[src/rtl/rob_pkg.sv]
// ---------------------------------------------------------------------------
// rob_pkg
// Shared types and helpers for the reorder-buffer commit unit.
//   ROB_DATA_W  : width of the result data held in each entry
//   REG_ZERO    : architectural register hard-wired to zero (never written)
//   rob_entry_t : one ROB slot {valid, done, reg_write, dest, data}
//   tag_width() : bits needed for tags 0..size (0 = "value in register file")
// ---------------------------------------------------------------------------
package rob_pkg;

   localparam int         ROB_DATA_W = 32;
   localparam logic [4:0] REG_ZERO   = 5'd31;

   typedef struct packed {
      logic                  valid;
      logic                  done;
      logic                  reg_write;
      logic [4:0]            dest;
      logic [ROB_DATA_W-1:0] data;
   } rob_entry_t;

   // Tag 0 is reserved, so tags span 0..size inclusive.
   function automatic int tag_width(input int size);
      return $clog2(size + 1);
   endfunction

endpackage

[src/rtl/rob_ptr.sv]
// ---------------------------------------------------------------------------
// rob_ptr
// Wrapping pointer register counting 0..SIZE-1 and wrapping back to 0.
// Ports:
//   clk     : clock, updates on posedge
//   reset   : synchronous, active-high; returns the pointer to 0
//   advance : step the pointer by one on the next edge
//   ptr     : current pointer value
// ---------------------------------------------------------------------------
module rob_ptr #(
   parameter  int SIZE  = 8,
   localparam int PTR_W = (SIZE > 1) ? $clog2(SIZE) : 1
) (
   input  logic             clk,
   input  logic             reset,
   input  logic             advance,
   output logic [PTR_W-1:0] ptr
);

   logic [PTR_W-1:0] ptr_q;
   logic [PTR_W-1:0] ptr_d;

   // Next pointer: increment with explicit wrap so non-power-of-two sizes work.
   always_comb begin
      ptr_d = ptr_q;
      if (advance) begin
         if (ptr_q == PTR_W'(SIZE - 1)) begin
            ptr_d = '0;
         end else begin
            ptr_d = ptr_q + PTR_W'(1);
         end
      end else begin
         ptr_d = ptr_q;
      end
   end

   // Pointer register.
   always_ff @(posedge clk) begin
      if (reset) begin
         ptr_q <= '0;
      end else begin
         ptr_q <= ptr_d;
      end
   end

   assign ptr = ptr_q;

endmodule

[src/rtl/rob_commit_unit.sv]
// ---------------------------------------------------------------------------
// rob_commit_unit
// Reorder buffer with in-order commit. Hands rename tags to decode, records
// execution results, and retires the oldest entry to the register file while
// clearing the map-table entry if it still points at the retiring tag.
// Ports:
//   clk, reset                   : clock; synchronous active-high reset
//   alloc_valid_i/_reg_write_i/_dest_i : allocation request from decode
//   alloc_ready_o, alloc_tag_o   : entry available / tag for the accepted alloc
//   complete_valid_i/_tag_i/_data_i    : execution result write-back
//   commit_read_addr_o           : map table commit read address (head dest)
//   commit_map_data_i            : map table current mapping of head dest
//   map_resets_o                 : one-hot map table clear
//   rf_write_en_o/_addr_o/_data_o      : register file write port
//   rob_count_o                  : occupied entries, 0..ROB_SIZE
// Tags are entry index + 1; tag 0 means "value lives in the register file".
// DATA_W must match rob_pkg::ROB_DATA_W since entries store ROB_DATA_W bits.
// ---------------------------------------------------------------------------
module rob_commit_unit
   import rob_pkg::*;
#(
   parameter int ROB_SIZE = 8,
   parameter int TAG_W    = tag_width(ROB_SIZE),
   parameter int DATA_W   = ROB_DATA_W
) (
   input  logic              clk,
   input  logic              reset,
   input  logic              alloc_valid_i,
   input  logic              alloc_reg_write_i,
   input  logic [4:0]        alloc_dest_i,
   output logic              alloc_ready_o,
   output logic [TAG_W-1:0]  alloc_tag_o,
   input  logic              complete_valid_i,
   input  logic [TAG_W-1:0]  complete_tag_i,
   input  logic [DATA_W-1:0] complete_data_i,
   output logic [4:0]        commit_read_addr_o,
   input  logic [TAG_W-1:0]  commit_map_data_i,
   output logic [31:0]       map_resets_o,
   output logic              rf_write_en_o,
   output logic [4:0]        rf_write_addr_o,
   output logic [DATA_W-1:0] rf_write_data_o,
   output logic [TAG_W-1:0]  rob_count_o
);

   localparam int               PTR_W    = (ROB_SIZE > 1) ? $clog2(ROB_SIZE) : 1;
   localparam logic [TAG_W-1:0] SIZE_TAG = TAG_W'(ROB_SIZE);

   rob_entry_t       entries_q [ROB_SIZE];
   rob_entry_t       entries_d [ROB_SIZE];
   logic [TAG_W-1:0] count_q;
   logic [TAG_W-1:0] count_d;

   logic [PTR_W-1:0] head_s;
   logic [PTR_W-1:0] tail_s;
   logic [TAG_W-1:0] head_tag_s;
   rob_entry_t       head_entry_s;
   logic             alloc_ready_s;
   logic             accept_s;
   logic             commit_fire_s;
   logic             cmpl_hit_s;
   logic [PTR_W-1:0] cmpl_idx_s;

   rob_ptr #(.SIZE(ROB_SIZE)) u_head_ptr (
      .clk     (clk),
      .reset   (reset),
      .advance (commit_fire_s),
      .ptr     (head_s)
   );

   rob_ptr #(.SIZE(ROB_SIZE)) u_tail_ptr (
      .clk     (clk),
      .reset   (reset),
      .advance (accept_s),
      .ptr     (tail_s)
   );

   // Allocation handshake. Readiness looks only at the registered count, so a
   // full ROB refuses allocation even while it is retiring its head.
   always_comb begin
      alloc_ready_s = (count_q != SIZE_TAG);
      accept_s      = alloc_valid_i & alloc_ready_s;
      head_tag_s    = TAG_W'(head_s) + TAG_W'(1);
      if (reset) begin
         alloc_ready_o = 1'b1;
         alloc_tag_o   = TAG_W'(1);
         rob_count_o   = '0;
      end else begin
         alloc_ready_o = alloc_ready_s;
         alloc_tag_o   = TAG_W'(tail_s) + TAG_W'(1);
         rob_count_o   = count_q;
      end
   end

   // Completion decode. The range check matters: an out-of-range tag would
   // otherwise truncate onto a real entry index.
   always_comb begin
      cmpl_idx_s = '0;
      cmpl_hit_s = 1'b0;
      if (complete_valid_i && (complete_tag_i != '0) && (complete_tag_i <= SIZE_TAG)) begin
         cmpl_idx_s = PTR_W'(complete_tag_i - TAG_W'(1));
         cmpl_hit_s = entries_q[cmpl_idx_s].valid;
      end else begin
         cmpl_idx_s = '0;
         cmpl_hit_s = 1'b0;
      end
   end

   // Per-entry next state. Retire wins over a same-cycle re-completion of the
   // head; allocate never collides with either because its slot is free.
   always_comb begin
      for (int i = 0; i < ROB_SIZE; i++) begin
         entries_d[i] = entries_q[i];
         if (commit_fire_s && (head_s == PTR_W'(i))) begin
            entries_d[i].valid = 1'b0;
            entries_d[i].done  = 1'b0;
         end else if (accept_s && (tail_s == PTR_W'(i))) begin
            entries_d[i].valid     = 1'b1;
            entries_d[i].done      = 1'b0;
            entries_d[i].reg_write = alloc_reg_write_i;
            entries_d[i].dest      = alloc_dest_i;
         end else if (cmpl_hit_s && (cmpl_idx_s == PTR_W'(i))) begin
            entries_d[i].done = 1'b1;
            entries_d[i].data = complete_data_i;
         end else begin
            entries_d[i] = entries_q[i];
         end
      end
   end

   // Entry array. Only valid/done need reset; payload is qualified by valid.
   always_ff @(posedge clk) begin
      for (int i = 0; i < ROB_SIZE; i++) begin
         if (reset) begin
            entries_q[i].valid <= 1'b0;
            entries_q[i].done  <= 1'b0;
         end else begin
            entries_q[i] <= entries_d[i];
         end
      end
   end

   // Occupancy: allocate and commit in the same cycle cancel out.
   always_comb begin
      count_d = count_q + TAG_W'(accept_s) - TAG_W'(commit_fire_s);
   end

   // Occupancy register.
   always_ff @(posedge clk) begin
      if (reset) begin
         count_q <= '0;
      end else begin
         count_q <= count_d;
      end
   end

   // Commit and map-clear. The map entry is cleared only if it still names the
   // retiring tag; a younger rename of the same register must survive.
   always_comb begin
      head_entry_s       = entries_q[head_s];
      commit_fire_s      = head_entry_s.valid & head_entry_s.done;
      commit_read_addr_o = 5'd0;
      rf_write_en_o      = 1'b0;
      rf_write_addr_o    = 5'd0;
      rf_write_data_o    = '0;
      map_resets_o       = 32'h0000_0000;
      if (reset) begin
         commit_read_addr_o = 5'd0;
         rf_write_addr_o    = 5'd0;
      end else if (head_entry_s.valid) begin
         commit_read_addr_o = head_entry_s.dest;
         rf_write_addr_o    = head_entry_s.dest;
         rf_write_data_o    = head_entry_s.data;
         if (commit_fire_s && head_entry_s.reg_write && (head_entry_s.dest != REG_ZERO)) begin
            rf_write_en_o = 1'b1;
            if (commit_map_data_i == head_tag_s) begin
               map_resets_o = 32'h0000_0001 << head_entry_s.dest;
            end else begin
               map_resets_o = 32'h0000_0000;
            end
         end else begin
            rf_write_en_o = 1'b0;
         end
      end else begin
         commit_read_addr_o = 5'd0;
      end
   end

endmodule

[config.mk]
export PLATFORM = sky130hd
export DESIGN_NAME = rob_commit_unit
export DESIGN_NICKNAME = d
export VERILOG_FILES = /design/src/rtl/rob_pkg.sv /design/src/rtl/rob_ptr.sv /design/src/rtl/rob_commit_unit.sv
export SDC_FILE = /design/constraint.sdc
export NUM_CORES = 1
export LEC_CHECK = 0
export ABC_AREA = 0
export BUFFER_PORTS_ARGS = -buffer_cell sky130_fd_sc_hd__buf_2
export CAP_MARGIN = 20
export CORE_MARGIN = 2
export CORE_UTILIZATION = 43
export DETAILED_ROUTE_END_ITERATION = 8
export SLEW_MARGIN = 20
export SYNTH_ARGS = -nofsm -noshare
export SYNTH_HDL_FRONTEND = slang
export SYNTH_SLANG_ARGS = --single-unit
[constraint.sdc]
create_clock -name clk -period 6.3 [get_ports clk]
set_input_delay 0.315 -clock clk [delete_from_list [all_inputs] [get_ports clk]]
set_output_delay 0.315 -clock clk [all_outputs]
set_load 0.02 [all_outputs]
==> impl_metrics.ini <==
[cells_and_area]
ff_latch_area_sq_um = 9880
fill_cells = 2778
final_cell_mix = 320 x edfxtp_1, 132 x buf_2, 80 x nor2_1
final_common_cell = edfxtp_1
multi_input_area_sq_um = 4220
area_growth_pct = 15.6
nets = 1018
postLayoutCellArea_sq_um = 16600
drive_above_1_share = 0.317

[power_and_ir_drop]
seq_power_share = 0.453
intPower_w = 0.00410
ir_worst_vdd_uv = 189
comb_power_share = 0.208
p_clk_frac = 0.339
p_per_area_nw_per_um2 = 344
switching_share = 0.279
power_leakage_nw = 5.52
p_switching_w = 0.00159

[floorplan]
die_w_um = 186
chipHeight_um = 186
placementRows = 66
ioPinCount = 134
coreArea_sq_um = 32700
die_area_sq_um = 34800
start_util = 0.438

[clock_tree]
cts_hold_buf = 0
cts_tree = built
htree_levels = 2
cts_buffers = 37
clock_sinks = 333
post-cts-setup-buffer-count = 0
root_buffer = clkbuf_16
clk_pin_slew_ps = 60
cts_buffer_depth = 3
postCtsResizedCells = 0
clkLatencyLatePin_ps = 530

[worst_setup_path]
cp_max_fo = 39
critPathRequiredTime_ps = 5980
start_kind = register
crit_path_end = map_resets_o[28]
rrSetupSlack_ps = 2620
critPathCaptureType = primary output
arrival_ps = 3670
reg2reg_depth = 6
crit_type = reg -> out
r2r-end = entries_q[6][27]

[global_routing]
grt_use_met1 = 0.250
grt_usage = 0.175
grtUsageMet2 = 0.280
grt-busiest-layer = met2
overflow = 0
grt_util_met3 = 0.0333
grt_pass1_vias = 7785
antenna_found_initial = 2
grt_max_degree = 60
grt_first_pass_wirelength_um = 46500

[timing]
drv_slew = 0
skew_ps = 18.1
min_period_over_period = 0.633
rsz0062_at_grt = false
finalHoldViolCount = 0
whs_ps = 55.9
setup_viol = 0
max_freq_mhz = 251
setup_tns_ps = 0
tightest_slew_ps = 1030
period_minus_slack_ps = 3990
slew_headroom = 0.310

[place]
place_area_sq_um = 15500
portBuffers = 132
routabilityCongestion = 0.765
dp_hpwl_um = 18200

[synthesis]
async_flop_share = 0
ys_warn_count = 0
synth_edf_count = 320
ys_types = 50
ys_ff_latch = 333
synthFlopType = edfxtp_1
synth_nets = 882
synth_area_sq_um = 14300
yosysSeqAreaShare = 0.689
avgSynthCellArea_sq_um = 17.6
netlist_instances = 812

[drt]
ant_nets = 0
dr.pass1.iters = 5
viasPerCell = 5.29
route.detailed.wl_per_inst_um = 21.0
wl_um = 29800
drt_first_iter_violations = 613
drc = 0
vias = 7485

[hold_path]
holdPathStages = 1
hold_path_class = in -> reg

[run]
drv_cap = 0

[run_status]
outcome = completed
==> critical path: stages (launching register included) <==
cell	delay, ps
dfxtp_4	730
mux2i_1	230
a2bb2o_4	280
or3_2	830
nand2b_1	490
nor4_2	370
buf_2	210
==> kinds of logic (layout without fill, tap and decap cells) <==
logic type | after synthesis | in the layout | share of synthesized area
buffers and inverters | 63 | 222 | 0.0207
flip-flops | 333 | 333 | 0.689
AO/OA/AOI/OAI | 17 | 17 | 0.00935
XOR/XNOR | 8 | 8 | 0.00489
other | 1 | 2 | 0.000262
AND/OR/NAND/NOR | 247 | 247 | 0.0986
multiplexers | 123 | 123 | 0.159
adder cells (fa/ha/maj) | 20 | 20 | 0.0180
==> synthesized netlist by cell type, drive strengths merged, types with 9 or more instances <==
master / count / area (sq um)
mux4: 78 / 1760
ha: 19 / 238
edfxtp: 320 / 9610
nand2: 10 / 37.5
nor2: 82 / 308
nor3b: 15 / 113
and2: 37 / 231
dfxtp: 13 / 260
nor2b: 11 / 68.8
buf: 29 / 169
clkbuf: 21 / 78.8
nor4: 16 / 119
mux2i: 42 / 487
nor3: 10 / 86.3
nand3: 11 / 55.1
and3: 24 / 170
nand2b: 9 / 56.3
inv: 13 / 48.8
==> worst min-delay path by stage <==
| stage | startpoint | to | slack (ps) |
|---|---|---|---|
| after floorplan | complete_data_i[0] | entries_q[0][0] | 410 |
| after global placement | u_tail_ptr.ptr[1] | u_tail_ptr.ptr[1] | 490 |
| after detailed placement | u_tail_ptr.ptr[1] | u_tail_ptr.ptr[1] | 500 |
| after CTS | complete_data_i[10] | entries_q[6][10] | 40 |
| after global routing | complete_data_i[1] | entries_q[7][1] | 60 |
| final | complete_data_i[10] | entries_q[6][10] | 60 |
==> sequential cells by signal, summed over array words and instances, names as in the netlist, named ones only <==
name / cells
entries_q: 320
u_tail_ptr.ptr: 3
u_head_ptr.ptr: 3
count_q: 4
==> stage by stage <==
stage / cells / setup slack (ps) / util / total power (W)
2_1_floorplan: 812 / 1160 / - / 0.00352
3_3_place_gp: 1351 / 2660 / 0.473 / 0.00382
3_5_place_dp: 1351 / 2600 / 0.473 / 0.00383
4_1_cts: 1413 / 2250 / 0.506 / 0.00576
5_1_grt: 1413 / 2020 / 0.506 / 0.00595
6_report: 1414 / 2310 / 0.506 / 0.00569
==> routing by layer <==
layer	up-vias	part of all wire	routed length, um
met3	41	0.053	1580
met2	210	0.47	14100
met1	3776	0.46	13600
li1	3456	-	-
met5	-	0.00044	13
met4	2	0.015	454
==> power by group through the flow <==
stage          combinational [W]  clock, W  sequential, W
5_1_grt                  0.00130   0.00206        0.00259
4_1_cts                  0.00120   0.00197        0.00258
6_report                 0.00119   0.00193        0.00258
3_3_place_gp             0.00120         0        0.00263
2_1_floorplan           0.000968         0        0.00255
3_5_place_dp             0.00120         0        0.00263
==> layout make-up <==
class | instances | area share
multi-input cells | 416 | 0.255
inverters | 13 | 0.00295
clock buffers | 47 | 0.0595
repair buffers | 147 | 0.0467
clock inverters | 15 | 0.00537
well taps | 442 | 0.0334
flip-flops and latches | 333 | 0.597
diodes | 1 | 0.000151
Power figures use the tool's default switching activity.
